==> config.mk <==
export PLATFORM = sky130hd
export DESIGN_NAME = jtpopeye_inputs
export DESIGN_NICKNAME = d
export VERILOG_FILES = /design/src/rtl/jtpopeye_inputs_pkg.sv /design/src/rtl/jtpopeye_coin_oneshot.sv /design/src/rtl/jtpopeye_inputs.sv
export SDC_FILE = /design/constraint.sdc
export NUM_CORES = 1
export LEC_CHECK = 0
export BUFFER_PORTS_ARGS = -buffer_cell sky130_fd_sc_hd__buf_2
export CAP_MARGIN = 0
export CORE_ASPECT_RATIO = 1.25
export CORE_MARGIN = 4
export CORE_UTILIZATION = 45
export DETAILED_ROUTE_END_ITERATION = 16
export PLACE_DENSITY = 0.7
export SLEW_MARGIN = 30
export SYNTH_ARGS = -nofsm -noshare
export SYNTH_HDL_FRONTEND = slang
export SYNTH_SLANG_ARGS = --single-unit
==> constraint.sdc <==
create_clock -name clk -period 4.74 [get_ports clk]
set_input_delay 1.422 -clock clk [delete_from_list [all_inputs] [get_ports clk]]
set_output_delay 1.422 -clock clk [all_outputs]
set_load 0.05 [all_outputs]
==> src/rtl/jtpopeye_inputs_pkg.sv <==
// Shared constants for the Popeye cabinet input conditioner: PS/2 scan codes,
// HPS joystick bit positions, the decoded key record and the coin FSM states.
package jtpopeye_inputs_pkg;

  // {extended, code}
  localparam logic [8:0] SC_UP    = 9'h175;
  localparam logic [8:0] SC_DOWN  = 9'h172;
  localparam logic [8:0] SC_LEFT  = 9'h16B;
  localparam logic [8:0] SC_RIGHT = 9'h174;
  localparam logic [8:0] SC_LCTRL = 9'h014;
  localparam logic [8:0] SC_RCTRL = 9'h114;
  localparam logic [8:0] SC_F1    = 9'h005;
  localparam logic [8:0] SC_F2    = 9'h006;
  localparam logic [8:0] SC_F3    = 9'h004;
  localparam logic [8:0] SC_F4    = 9'h00C;

  localparam int JB_RIGHT  = 0;
  localparam int JB_LEFT   = 1;
  localparam int JB_DOWN   = 2;
  localparam int JB_UP     = 3;
  localparam int JB_PUNCH  = 4;
  localparam int JB_START1 = 6;
  localparam int JB_START2 = 7;
  localparam int JB_COIN   = 8;
  localparam int JB_PAUSE  = 9;

  typedef struct packed {
    logic punch;
    logic up;
    logic down;
    logic left;
    logic right;
    logic start1;
    logic start2;
    logic coin;
    logic pause;
  } keys_t;

  typedef enum logic [1:0] {IDLE, PULSE, HOLD} coin_st_t;

endpackage

==> src/rtl/jtpopeye_coin_oneshot.sv <==
// Turns a held coin request into one active-low pulse of exactly COIN_LEN cycles.
// Output lags trig by two cycles; a new pulse needs trig to drop first.
module jtpopeye_coin_oneshot
  import jtpopeye_inputs_pkg::*;
#(
  parameter int COINW    = 20,
  parameter int COIN_LEN = 400000
) (
  input  logic clk,
  input  logic rst,
  input  logic flush,
  input  logic trig,
  output logic pulse_n
);

  localparam logic [COINW-1:0] CNT_LOAD = COINW'(COIN_LEN - 1);

  coin_st_t         st_q, st_d;
  logic [COINW-1:0] cnt_q, cnt_d;
  logic             pulse_n_q, pulse_n_d;

  always_comb begin
    st_d      = st_q;
    cnt_d     = cnt_q;
    pulse_n_d = (st_q != PULSE);
    if (flush) begin
      st_d      = IDLE;
      cnt_d     = '0;
      pulse_n_d = 1'b1;
    end else begin
      case (st_q)
        IDLE:    if (trig) begin
                   st_d  = PULSE;
                   cnt_d = CNT_LOAD;
                 end
        // trig is ignored here so a short tap still yields a full-length coin
        PULSE:   if (cnt_q == '0) st_d = HOLD;
                 else cnt_d = cnt_q - COINW'(1);
        HOLD:    if (!trig) st_d = IDLE;
        default: st_d = IDLE;
      endcase
    end
  end

  always_ff @(posedge clk or posedge rst) begin
    if (rst) begin
      st_q      <= IDLE;
      cnt_q     <= '0;
      pulse_n_q <= 1'b1;
    end else begin
      st_q      <= st_d;
      cnt_q     <= cnt_d;
      pulse_n_q <= pulse_n_d;
    end
  end

  assign pulse_n = pulse_n_q;

endmodule

==> src/rtl/jtpopeye_inputs.sv <==
// Merges PS/2 key events and HPS joysticks into Popeye's active-low controls,
// with a coin one-shot and a toggling pause; every output is registered.
module jtpopeye_inputs
  import jtpopeye_inputs_pkg::*;
#(
  parameter int COINW    = 20,
  parameter int COIN_LEN = 400000
) (
  input  logic        clk,
  input  logic        rst,
  input  logic [10:0] ps2_key,
  input  logic [15:0] joy_0,
  input  logic [15:0] joy_1,
  input  logic        flush,
  input  logic        pause_clr,
  output logic [4:0]  joystick1,
  output logic [4:0]  joystick2,
  output logic [1:0]  start_button,
  output logic        coin_input,
  output logic        dip_pause
);

  logic       tog_q, tog_d, armed_q, armed_d, evt;
  keys_t      key_q, key_d;
  logic       pause_q, pause_d, pause_prev_q, pause_prev_d;
  logic [4:0] joystick1_q, joystick1_d, joystick2_q, joystick2_d;
  logic [1:0] start_button_q, start_button_d;
  logic       dip_pause_q, dip_pause_d;
  logic [4:0] raw_j1;
  logic [1:0] raw_start;
  logic       raw_coin, raw_pause;
  logic       unused_bits;

  assign unused_bits = ^{joy_0[15:10], joy_0[5], joy_1[15:5]};

  // armed keeps the toggle level seen at reset from counting as a key event
  assign evt = armed_q & (ps2_key[10] != tog_q);

  always_comb begin
    tog_d   = ps2_key[10];
    armed_d = 1'b1;
    key_d   = key_q;
    if (flush) begin
      key_d = '0;
    end else if (evt) begin
      case (ps2_key[8:0])
        SC_UP:              key_d.up     = ps2_key[9];
        SC_DOWN:            key_d.down   = ps2_key[9];
        SC_LEFT:            key_d.left   = ps2_key[9];
        SC_RIGHT:           key_d.right  = ps2_key[9];
        SC_LCTRL, SC_RCTRL: key_d.punch  = ps2_key[9];
        SC_F1:              key_d.start1 = ps2_key[9];
        SC_F2:              key_d.start2 = ps2_key[9];
        SC_F3:              key_d.coin   = ps2_key[9];
        SC_F4:              key_d.pause  = ps2_key[9];
        default: ;
      endcase
    end
  end

  always_comb begin
    raw_j1    = {key_q.punch | joy_0[JB_PUNCH], key_q.up   | joy_0[JB_UP],
                 key_q.down  | joy_0[JB_DOWN],  key_q.left | joy_0[JB_LEFT],
                 key_q.right | joy_0[JB_RIGHT]};
    raw_start = {key_q.start2 | joy_0[JB_START2], key_q.start1 | joy_0[JB_START1]};
    raw_coin  = key_q.coin  | joy_0[JB_COIN];
    raw_pause = key_q.pause | joy_0[JB_PAUSE];

    pause_prev_d = raw_pause;
    pause_d      = pause_q;
    if (pause_clr) pause_d = 1'b0;
    else if (!flush && raw_pause && !pause_prev_q) pause_d = ~pause_q;

    joystick1_d    = flush ? 5'h1F : ~raw_j1;
    joystick2_d    = flush ? 5'h1F : ~joy_1[4:0];
    start_button_d = flush ? 2'b11 : ~raw_start;
    dip_pause_d    = ~pause_q;
  end

  always_ff @(posedge clk or posedge rst) begin
    if (rst) begin
      tog_q          <= 1'b0;
      armed_q        <= 1'b0;
      key_q          <= '0;
      pause_q        <= 1'b0;
      pause_prev_q   <= 1'b0;
      joystick1_q    <= 5'h1F;
      joystick2_q    <= 5'h1F;
      start_button_q <= 2'b11;
      dip_pause_q    <= 1'b1;
    end else begin
      tog_q          <= tog_d;
      armed_q        <= armed_d;
      key_q          <= key_d;
      pause_q        <= pause_d;
      pause_prev_q   <= pause_prev_d;
      joystick1_q    <= joystick1_d;
      joystick2_q    <= joystick2_d;
      start_button_q <= start_button_d;
      dip_pause_q    <= dip_pause_d;
    end
  end

  jtpopeye_coin_oneshot #(
    .COINW    (COINW),
    .COIN_LEN (COIN_LEN)
  ) u_coin (
    .clk     (clk),
    .rst     (rst),
    .flush   (flush),
    .trig    (raw_coin),
    .pulse_n (coin_input)
  );

  assign joystick1    = joystick1_q;
  assign joystick2    = joystick2_q;
  assign start_button = start_button_q;
  assign dip_pause    = dip_pause_q;

endmodule

==> reports/summary.txt <==
outcome: complete, no violations
syn_area_per_cell: 10.15 um2
CP max-delay cell: or4_1
final setup margin: 1.425 ns
Final Max Slew Viols: 0
Cell Pwr Density: 313.3 mW/mm2
Global Route Usage Sum: 0.1659
cell internal pwr: 592.9 uW
worst path arrival time: 3.54 ns
CTS root buffer: clkbuf_8
post-route setup TNS: 0 ns
synthesis warning total: 0
drt first pass iters: 4
largest net degree at the start of global routing: 50
utilization after layout: 0.5318
worst-path fanout max: 23
Syn Nets: 283
unrepaired setup endpoints after global routing: false
Worst-path clk slew: 0.09 ns
Max-slew headroom: 0.5065
VDD IR max: 0.0001801 V
postcts setup bufs: 0
crit-path leading delay family: compound AO/OA/AOI/OAI gates
distinct cell type count after synthesis: 47
vias in the first global route: 1,784
CTS Sinks: 49
max-cap viol count: 0
multi-input logic area: 0.001047 mm2
via count: 1,869
CP Capture Type: register
worst hold margin: 0.3844 ns
Clk pwr share: 0.289
Max Fclk: 301.7 MHz
most common cell after layout, fill and taps aside: buf_2
Post-CTS Hold Buffers: 0
Longest Clk Path Bufs: 2
crit path time final: 3.315 ns
switching power: 253.6 uW
clk_skew: 0.008716 ns
CP Cell Sequence: buf_2, inv_1, o21ai_1, o31ai_4, or4_1, a21oi_1
cell count after synthesis: 234
die area: 0.006514 mm2
WL/cell: 14.63 um
Register Area: 0.001244 mm2
Post-DRT Antenna Nets: 0
largest area contributor in the netlist: dfrtp_1
# setup viols final: 0
Post-Synthesis Cell Area: 0.002376 mm2
final hold violation count: 0
critical path type: input pin to register
top post-synthesis cells by area: dfrtp_1 37%, dfstp_2 15%, nor2_1 5.1%
initial antenna violation count: 0
routability cong.: 0.8495
post-synthesis async set-or-reset flop share: 1.000
worst-skew pair later-pin latency: 0.30 ns
Post-synth EDFFs: 0
switching share of power: 0.2996
post-DP HPWL: 3412 um
Die Wd: 72.99 um
slowest cell delay on critical path: 0.51 ns
layout cell share with drive strength beyond 1: 0.2847
Buf/Inv on CP: 2
most frequent cells in the layout: 42 x buf_2, 35 x dfrtp_1, 32 x nor2_1
nets@finish: 322
Rows: 29
ANT cells: 0
pre-CTS WS: 1.097 ns
DRT Wirelength: 4915 um
area added between synthesis and finish: 13.69%
DRC viols: 0
TritonCTS Buffers: 5
Fill cells: 490
htree depth: 2
average via count per standard cell: 5.563
Synth Register Bits: 49
CTS tree: built
post-cts gate resize count: 0
startpoint types: input pin
slew of the pin with the lowest slew margin: 0.7304 ns
core area: 0.005080 mm2
num ports: 61
die height: 89.24 um
DRT iter0 DRCs: 79
Tcrit/Tclk final: 0.6993
register area share after synthesis: 0.5234
Initial Utilization: 0.4677
Buffers on Ports: 42
total grt overflow: 0
top_reg_cell synth: dfrtp_1
Logic pwr share: 0.165
P_leak: 0.001193 uW
type of the tightest min-delay check: register to register
Sequential Power Share: 0.547
post-synth top area share: 0.3686
global-route wire length before repair: 8445 um
Worst Path Required: 4.97 ns
[cells in the mapped netlist (all sizes together), types with 7 or more instances]
| library cell | number |
|---|---|
| a21oi | 15 |
| a311oi | 7 |
| clkbuf | 10 |
| dfrtp | 35 |
| dfstp | 14 |
| inv | 7 |
| mux2i | 8 |
| nand2 | 16 |
| nand4 | 7 |
| nor2 | 32 |
| nor3 | 10 |
| o21ai | 13 |
[sequential cells by signal, summed over array words and instances (netlist names), 2 cells and up]
| register | count |
|---|---|
| u_coin.cnt_q | 20 |
| joystick2 | 5 |
| start_button | 2 |
| u_coin.st_q | 2 |
| joystick1 | 5 |
| key_q | 9 |
[layout make-up]
class,count,share of cell area
Inverter,7,0.01065
Timing Repair Buffer,43,0.08059
Multi-Input combinational cell,167,0.3877
Clock buffer,5,0.02547
Tap cell,62,0.02872
Sequential cell,49,0.4604
Clock inverter,3,0.006484
[per-stage QoR]
step | cells | area (um2) | power [uW]
final | 336 | 2701 | 846.4
after global routing | 336 | 2701 | 891.0
after CTS | 336 | 2701 | 854.3
after detailed placement | 328 | 2615 | 610.3
after global placement | 328 | 2613 | 606.4
after floorplan | 234 | 2376 | 573.6
[final timing paths]
check / startpoint / endpoint / slack [ns] / depth (start not counted)
max reg2reg: u_coin.cnt_q[0] / u_coin.cnt_q[19] / 2.18 / 7
min reg2reg: pause_q / dip_pause / 0.38 / 1
min: pause_q / dip_pause / 0.38 / 1
max in group asynchronous: rst / u_coin.cnt_q[10] / 3.13 / 2
max: flush / u_coin.cnt_q[13] / 1.43 / 6
min in group asynchronous: rst / u_coin.cnt_q[9] / 1.20 / 2
[routing by layer]
layer	share of wire	up-vias	wire, um	GRT usage
li1	-	930	-	-
met1	0.44	892	2183	0.2166
met2	0.50	43	2461	0.2791
met3	0.044	4	218	0.03600
met4	0.010	0	51	0.04362
met5	0	-	0	0
[power groups by stage]
stage	sequential [uW]	clock (uW)	combinational, uW
final	463	244	139
after global routing	467	268	157
after CTS	462	251	141
after detailed placement	470	0	140
after global placement	469	0	137
after floorplan	487	0	86.4
[worst register-to-register path: stages, from the launching register on]
cell	delay, ns
dfrtp_1	0.42
inv_1	0.11
ha_1	0.17
nor4b_1	0.34
nand4_1	0.41
o31a_2	0.54
nand4_1	0.14
mux2_2	0.33
[cells by family after synthesis]
group           count (synthesis)  synth area share
compound gates                 49            0.1401
mux                             9           0.03844
flops                          49            0.5234
xor+xnor                        8           0.02949
other cells                     1          0.001578
fa+ha+maj                       2           0.01053
simple gates                   98            0.2206
buf+inv                        18           0.03581
Power figures use the tool's default switching activity.
